<file path="src/rtl/disp_hex_mux.sv">
// Four-digit common-anode seven-segment scanner: a free-running refresh counter
// selects one hex nibble at a time and drives active-low anodes and segments.
module disp_hex_mux #(
  parameter int unsigned N = 18
) (
  input  logic       clk,
  input  logic       reset,
  input  logic [3:0] hex3,
  input  logic [3:0] hex2,
  input  logic [3:0] hex1,
  input  logic [3:0] hex0,
  input  logic [3:0] dp_in,
  output logic [3:0] an,
  output logic [7:0] sseg
);

  logic [N-1:0] cnt_q, cnt_d;
  logic [1:0]   sel;
  logic [3:0]   hex_val;
  logic         dp;
  logic [6:0]   seg;

  assign cnt_d = cnt_q + {{(N-1){1'b0}}, 1'b1};

  always_ff @(posedge clk or posedge reset) begin
    if (reset) begin
      cnt_q <= '0;
    end else begin
      cnt_q <= cnt_d;
    end
  end

  // Top two counter bits pick the digit, so each digit holds for 2^(N-2) clocks.
  assign sel = cnt_q[N-1:N-2];

  always_comb begin
    an      = 4'b1110;
    hex_val = hex0;
    dp      = dp_in[0];
    unique case (sel)
      2'b00: begin an = 4'b1110; hex_val = hex0; dp = dp_in[0]; end
      2'b01: begin an = 4'b1101; hex_val = hex1; dp = dp_in[1]; end
      2'b10: begin an = 4'b1011; hex_val = hex2; dp = dp_in[2]; end
      2'b11: begin an = 4'b0111; hex_val = hex3; dp = dp_in[3]; end
    endcase
  end

  // Segment order {a,b,c,d,e,f,g}, low = lit.
  always_comb begin
    seg = 7'b1111111;
    unique case (hex_val)
      4'h0: seg = 7'b0000001;
      4'h1: seg = 7'b1001111;
      4'h2: seg = 7'b0010010;
      4'h3: seg = 7'b0000110;
      4'h4: seg = 7'b1001100;
      4'h5: seg = 7'b0100100;
      4'h6: seg = 7'b0100000;
      4'h7: seg = 7'b0001111;
      4'h8: seg = 7'b0000000;
      4'h9: seg = 7'b0000100;
      4'ha: seg = 7'b0001000;
      4'hb: seg = 7'b1100000;
      4'hc: seg = 7'b0110001;
      4'hd: seg = 7'b1000010;
      4'he: seg = 7'b0110000;
      4'hf: seg = 7'b0111000;
    endcase
  end

  assign sseg = {dp, seg};

endmodule

</file>
<file path="config.mk">
export PLATFORM = sky130hd
export DESIGN_NAME = disp_hex_mux
export DESIGN_NICKNAME = d
export VERILOG_FILES = /design/src/rtl/disp_hex_mux.sv
export SDC_FILE = /design/constraint.sdc
export NUM_CORES = 1
export LEC_CHECK = 0
export BUFFER_PORTS_ARGS = -buffer_cell sky130_fd_sc_hd__buf_2
export CORE_MARGIN = 2
export CORE_UTILIZATION = 30
export CTS_BUF_LIST = sky130_fd_sc_hd__clkbuf_2
export DETAILED_ROUTE_END_ITERATION = 8
export PLACE_DENSITY = 0.53
export RECOVER_POWER = 100
export SLEW_MARGIN = 20
export SYNTH_ARGS = -nofsm -noshare
export SYNTH_HDL_FRONTEND = slang
export SYNTH_SLANG_ARGS = --single-unit
</file>
<file path="constraint.sdc">
create_clock -name clk -period 2.15 [get_ports clk]
set_clock_uncertainty 0.1 [all_clocks]
set_input_delay 0.43 -clock clk [delete_from_list [all_inputs] [get_ports clk]]
set_output_delay 0.43 -clock clk [all_outputs]
set_load 0.05 [all_outputs]
</file>
==> reports/results.ini, run 1 <==
[status]
outcome = complete, but fails checks
failing_checks = setup timing

[power]
switchingPower_uw = 224.4
power.clock.fraction_pct = 20.3
power.leakage_nw = 0.8089
sw_frac_of_total_pct = 31.69
finalPower_uw = 708.3
ir_drop_uv = 289.3
pwr-share-seq_pct = 47.8
pwr-share-comb_pct = 31.9
power-per-cell-area_nw_per_um2 = 386.4
int_power_uw = 483.9

[grt]
grt_first_pass_wirelength_um = 4836
global_route.usage.total_pct = 14.29
grt_pass1_vias = 1059
globalRouteOverflowTotal = 0
initial_antenna_violation_count = 0
maximum_number_of_pins_on_one_net_before_global_route_repair = 19

[yosys]
number_of_register_bits_inferred_by_synthesis = 18
yosysTopAreaCell = sky130_fd_sc_hd__dfrtp_1
number_of_nets_produced_by_synthesis = 137
synth_area_leaders = sky130_fd_sc_hd__dfrtp_1 (37%), sky130_fd_sc_hd__xnor2_1 (8.7%), sky130_fd_sc_hd__mux4_2 (7.5%)
synthesis.instances = 108
yosys.cell_types.count = 29
synth_async_sr_flop_share_pct = 100.0
yosysTopAreaCellShare_pct = 37.42
synth_seq_area_share_pct = 37.42
number_of_flops_mapped_to_enable_cells_by_yosys = 0
postSynth.topFlopCell = sky130_fd_sc_hd__dfrtp_1
postSynthAreaPerCell_sq_um = 11.14
synthesis.area_sq_um = 1204
synth_warnings = 0

[place]
placed_cells_incl_taps = 204
finalWeightedCongestion = 0.7935
port_bufs = 33
detailedPlacementHpwl_um = 2204

[sta]
tightestPinTransition_ns = 0.6762
period_needed_ns = 2.825
timing.slew.headroom_pct = 54.87
drv_slew = 0
timing.fmax_mhz = 354.0
finalCritPeriodShare_pct = 131.4
rsz0062_at_grt = yes
setup_violations = 8
hold_violations = 0
worst_setup_slack_final_ns = -0.6751
hold-worst-slack_ns = 0.08370

[cells_and_area]
biggestRegsByFlops = cnt_q: 18 flops
final_core_utilization_pct = 46.49
highest_count_cells_in_the_layout_ignoring_fill_and_taps = sky130_fd_sc_hd__buf_2 (21), sky130_fd_sc_hd__dfrtp_1 (16), sky130_fd_sc_hd__buf_4 (15)
final_net_count = 191
area_of_all_sequential_standard_cells_sq_um = 452.9
layout_cell_share_with_drive_strength_beyond_1_pct = 56.52
diodes = 0
final-instance-count-excl-fill = 211
final_common_cell = sky130_fd_sc_hd__buf_2
synthToLayoutAreaGrowth_pct = 52.29
top_reg_by_flops = cnt_q
multi_input_area_sq_um = 874.6
largest_register_ff_count = 18
fillerInstances = 375

[worst_setup_path]
setup.worst_path.start = cnt_q[16]
critPathArrivalTime_ns = 2.30
crit_fanout = 4
critical_path.startpoint_type = register
number_of_cells_on_the_critical_path = 7
worst_ep_required_time_ns = 1.62
r2r-end = cnt_q[14]
crit_path_kind = reg -> out
critPathCaptureType = primary output
timing.rr.start = cnt_q[0]
critical_path.cell_chain = mux4_2 -> inv_2 -> ha_4 -> a211oi_2 -> buf_4 -> a31oi_4 -> buf_6
crit_path_top_delay_cell = sky130_fd_sc_hd__mux4_2
regToRegSetupSlack_ns = 0.41
critical_path.n_buffers_inverters = 3
family_with_the_most_delay_on_the_worst_path = multiplexers
r2r_cells = 5
longest_individual_stage_delay_on_the_worst_path_ns = 0.61

[cts]
cts_buffer_depth = 2
tritoncts = built
worstSkewPairLatency_ns = 0.31
htree_levels = 1
cts.root.buffer_cell = sky130_fd_sc_hd__clkbuf_2
cts.reportedPaths.clkPinSlew_ns = 0.17
number_of_clock_buffers_inserted_by_tritoncts = 3
tritoncts_num_sinks = 18

[detailed_routing]
routed-via-count = 1009
average_wire_per_cell_in_the_routed_design_um = 14.25
finalWirelength_um = 3007
drt.antenna.violating_nets = 0
post-route-drc-count = 0
vias_per_cell = 4.782
detailedRoute.firstIterationViolations = 35
detailedRoute.firstPassIterationCount = 4

[floorplanning]
dieHeight_um = 67.34
initial_utilization_pct = 30.53
die-area_sq_um = 4535
die_width_um = 67.34
core_sq_um = 3943
io_pins = 34
row_count = 23

[hold_path]
hold_class = in -> async

[job]
maxCapViolCount = 0

-- final cells by class --
type,count,share of cell area [%]
Timing Repair Buffer,52,21.30
Sequential cell,18,24.71
Multi-Input combinational cell,78,47.71
Inverter,9,1.843
Tap cell,50,3.413
Clock buffer,3,0.8191
Clock inverter,1,0.2048
-- timing repair --
action	in CTS	in global routing
pin swaps	1	9
gates cloned	1	0
endpoints found under the setup margin	9	9
resized for setup	26	18
hold buffers	0	0
buffers inserted	1	2
-- power by group through the flow --
stage               Combinational, mW  Clock, mW  Sequential, mW
floorplan                       0.124          0           0.345
global placement                0.177          0           0.345
detailed placement              0.181          0           0.345
CTS                             0.205      0.146           0.339
global route                    0.240      0.159           0.339
finish                          0.226      0.143           0.339
-- cells by family (layout without fill, tap and decap cells) --
kind of cell / count (synthesis) / in the layout / synth area share, %
xor+xnor: 16 / 16 / 11.64
compound gates: 11 / 11 / 7.900
fa+ha+maj: 7 / 7 / 7.276
buf+inv: 13 / 65 / 5.924
flops: 18 / 18 / 37.42
mux: 8 / 9 / 13.72
simple gates: 35 / 35 / 16.11
-- cell usage after synthesis (all sizes together), types with 2 or more instances --
library cell	count
nand2b	2
buf	4
nor2	4
nor2b	2
o21a	2
o22ai	3
mux4	6
ha	7
or2	2
mux2	2
nand4	5
nor4	2
xnor2	12
nor3	2
xor2	4
dfrtp	18
nand3	5
nand2	9
inv	9
-- how the worst max path moves through the flow --
| stage | end | slack (ns) |
|---|---|---|
| finish | sseg[3] | -0.68 |
| global route | sseg[3] | -0.75 |
| CTS | sseg[3] | -0.63 |
| detailed placement | sseg[3] | -0.42 |
| global placement | sseg[3] | -0.38 |
| floorplan | sseg[6] | -0.24 |
-- metal layers --
layer	wire length, um	global-route usage [%]	up-vias
met4	54	7.653	0
li1	-	-	489
met1	1247	16.14	488
met5	0	0	-
met2	1598	26.24	25
met3	106	1.500	7
-- worst register-to-register path, cell delays in order (launching register included) --
cell and delay, ns:
sky130_fd_sc_hd__dfrtp_1 0.46, sky130_fd_sc_hd__ha_1 0.24, sky130_fd_sc_hd__nand2_1 0.10, sky130_fd_sc_hd__nor4_1 0.42, sky130_fd_sc_hd__nand4_1 0.18, sky130_fd_sc_hd__xnor2_1 0.15
-- metrics by stage --
stage / worst slack (ns) / setup TNS, ns / cell area [sq um]
after floorplan: -0.2410 / -1.220 / 1290
after CTS: -0.6267 / -4.325 / 1723
after global placement: -0.3809 / -2.323 / 1604
after global routing: -0.7504 / -4.967 / 1833
after detailed placement: -0.4236 / -2.667 / 1604
final: -0.6751 / -4.431 / 1833
Note: power is estimated with default switching activity, not from simulation.
==> run 2, diff against run 1 <==
--- a/config.mk
+++ b/config.mk
@@ -10,7 +10,6 @@
 export CORE_UTILIZATION = 30
 export CTS_BUF_LIST = sky130_fd_sc_hd__clkbuf_2
 export DETAILED_ROUTE_END_ITERATION = 8
-export PLACE_DENSITY = 0.53
 export RECOVER_POWER = 100
 export SLEW_MARGIN = 20
 export SYNTH_ARGS = -nofsm -noshare
==> run 2 against run 1 <==
  * The run still ends with setup timing left
  * Fmax increased by 4.3%
  * Sequential power about the same
  * Combinational power decreased by 4%
  * First-iteration DRC count shrank 2.9%
  * Largest power group unchanged
  * Highest routed layer unchanged
==> reports/results.ini, run 2 (synthesis results as in run 1) <==
[cts]
worstSkewPairLatency_ns = 0.28  ; -0.03 ns
cts_buffer_depth = 2  ; unchanged
cts.reportedPaths.clkPinSlew_ns = 0.15  ; -0.02 ns
tritoncts_num_sinks = 18  ; unchanged
cts.root.buffer_cell = sky130_fd_sc_hd__clkbuf_2
tritoncts = built
number_of_clock_buffers_inserted_by_tritoncts = 3  ; unchanged
htree_levels = 1  ; unchanged

[floorplanning]
row_count = 23  ; unchanged
die_width_um = 67.34  ; unchanged
initial_utilization_pct = 30.53  ; unchanged
dieHeight_um = 67.34  ; unchanged
die-area_sq_um = 4535  ; unchanged
core_sq_um = 3943  ; unchanged
io_pins = 34  ; unchanged

[cells_and_area]
final_common_cell = sky130_fd_sc_hd__buf_2
largest_register_ff_count = 18  ; unchanged
diodes = 0  ; unchanged
biggestRegsByFlops = cnt_q: 18 flops
synthToLayoutAreaGrowth_pct = 48.23
final_net_count = 189  ; -1.0%
top_reg_by_flops = cnt_q
fillerInstances = 368  ; -1.9%
final_area_sq_um = 1784  ; -2.7%
highest_count_cells_in_the_layout_ignoring_fill_and_taps = sky130_fd_sc_hd__buf_2 (22), sky130_fd_sc_hd__buf_4 (17), sky130_fd_sc_hd__dfrtp_1 (16)
layout_cell_share_with_drive_strength_beyond_1_pct = 55.70  ; -0.83 points

[sta]
timing.fmax_mhz = 369.3  ; +4.3%
worst_setup_slack_final_ns = -0.5577  ; +0.1174 ns
timing.slew.headroom_pct = 55.63  ; +0.76 points
finalCritPeriodShare_pct = 125.9  ; -5.5 points
rsz0062_at_grt = yes
hold-worst-slack_ns = 0.1120  ; +0.02828 ns
period_needed_ns = 2.708  ; -0.1174 ns
setup_violations = 8  ; unchanged
hold_violations = 0  ; unchanged
total_negative_setup_slacks_ns = -3.592  ; +0.8382 ns
drv_slew = 0  ; unchanged
tightestPinTransition_ns = 0.6648  ; -0.01143 ns

[worst_setup_path]
crit_fanout = 4  ; unchanged
crit_path_kind = reg -> out
critPathCaptureType = primary output
setup.worst_path.start = cnt_q[16]
timing.rr.start = cnt_q[0]
worst_ep_required_time_ns = 1.62  ; about the same
critPathArrivalTime_ns = 2.18  ; -0.12 ns
critical_path.startpoint_type = register

[status]
failing_checks = setup timing
outcome = complete, but fails checks

[place]
port_bufs = 33  ; unchanged
dpl_cell_area_sq_um = 1597  ; -0.47%
finalWeightedCongestion = 0.7794  ; -1.8%
detailedPlacementHpwl_um = 2229  ; +1.2%

[power]
power.leakage_nw = 0.8005  ; -1.0%
switchingPower_uw = 213.2  ; -5.0%
ir_drop_uv = 279.1  ; -3.5%
pwr-share-seq_pct = 49.3  ; +1.5 points
sw_frac_of_total_pct = 31.04  ; -0.65 points
power-per-cell-area_nw_per_um2 = 384.9  ; -0.39%
power.clock.fraction_pct = 18.9  ; -1.4 points
pwr-share-comb_pct = 31.8  ; about the same
int_power_uw = 473.6  ; -2.1%

[detailed_routing]
finalWirelength_um = 2974  ; -1.1%
routed-via-count = 1026  ; +1.7%
detailedRoute.firstPassIterationCount = 3  ; -1
detailedRoute.firstIterationViolations = 34  ; -2.9%
drt.antenna.violating_nets = 0  ; unchanged
post-route-drc-count = 0  ; unchanged
average_wire_per_cell_in_the_routed_design_um = 14.30  ; +0.33%
vias_per_cell = 4.933  ; +3.2%

[grt]
grt_pass1_vias = 1108  ; +4.6%
initial_antenna_violation_count = 0  ; unchanged
global_route.usage.total_pct = 14.83  ; +0.54 points
grt_first_pass_wirelength_um = 5002  ; +3.4%
globalRouteOverflowTotal = 0  ; unchanged
maximum_number_of_pins_on_one_net_before_global_route_repair = 19  ; unchanged

[hold_path]
hold_class = in -> async

[job]
maxCapViolCount = 0  ; unchanged

## run 2: changes by cell type in the layout (fill, tap and decap cells not counted), sizes merged
cell,before,now
clkinv,1,0
clkbuf,6,5
buf,49,48
## run 2: cell type report
cell class              count  area (sq um)  area share (%)
clock buffers               3         15.01          0.8415
well taps                  50         62.56           3.506
inverters                   9         33.78           1.893
multi-input cells          78         870.8           48.81
flip-flops and latches     18         452.9           25.39
repair buffers             50         349.1           19.57
## run 2: worst paths after layout
kind | end | slack, ns | depth (start not counted)
setup / recovery | sseg[3] | -0.56 | 7
hold / removal | cnt_q[0] | 0.11 | 2
setup reg to reg | cnt_q[14] | 0.45 | 5
hold reg to reg | cnt_q[14] | 0.39 | 1
max in group asynchronous | cnt_q[16] | 1.37 | 2
min in group clk | cnt_q[14] | 0.39 | 1
## run 2: per-stage QoR
stage | util (%) | power (mW) | setup slack [ns] | instances
3_5_place_dp | 40.50 | 0.5260 | -0.4475 | 203
3_3_place_gp | 40.50 | 0.5204 | -0.4079 | 203
4_1_cts | 44.30 | 0.6893 | -0.5865 | 208
5_1_grt | 45.26 | 0.7314 | -0.6707 | 208
6_report | 45.26 | 0.6867 | -0.5577 | 208
2_1_floorplan | - | 0.4685 | -0.2410 | 108
## run 2: worst max-delay path, stage by stage (launching register included)
cell and delay [ns]:
sky130_fd_sc_hd__dfrtp_2 0.45, sky130_fd_sc_hd__mux4_2 0.59, sky130_fd_sc_hd__inv_2 0.12, sky130_fd_sc_hd__ha_4 0.20, sky130_fd_sc_hd__a211oi_2 0.19, sky130_fd_sc_hd__buf_4 0.16, sky130_fd_sc_hd__a31oi_4 0.03, sky130_fd_sc_hd__buf_6 0.16
## run 2: layer usage
| layer | vias to the layer above | wire, um | GRT usage, % |
|---|---|---|---|
| li1 | 486 | - | - |
| met4 | 0 | 121 | 11.48 |
| met5 | - | 0 | 0 |
| met3 | 12 | 125 | 2.333 |
| met2 | 28 | 1647 | 27.35 |
| met1 | 500 | 1079 | 14.72 |
## run 2: repair_timing
| action | in CTS | in global routing |
|---|---|---|
| gates resized for setup | 28 | 8 |
| hold buffers | 0 | 0 |
| setup buffers | 1 | 0 |
| pin swaps | 5 | 4 |
| hold endpoints to repair | 0 | 0 |
| endpoints found under the setup margin | 8 | 9 |
| cloned | 1 | 0 |
## run 2: power by group through the flow
stage,Combinational [mW],Clock [mW],Sequential (mW)
floorplan,0.124,0,0.345
global placement,0.175,0,0.345
detailed placement,0.181,0,0.345
CTS,0.211,0.139,0.339
global route,0.231,0.161,0.339
finish,0.218,0.130,0.339
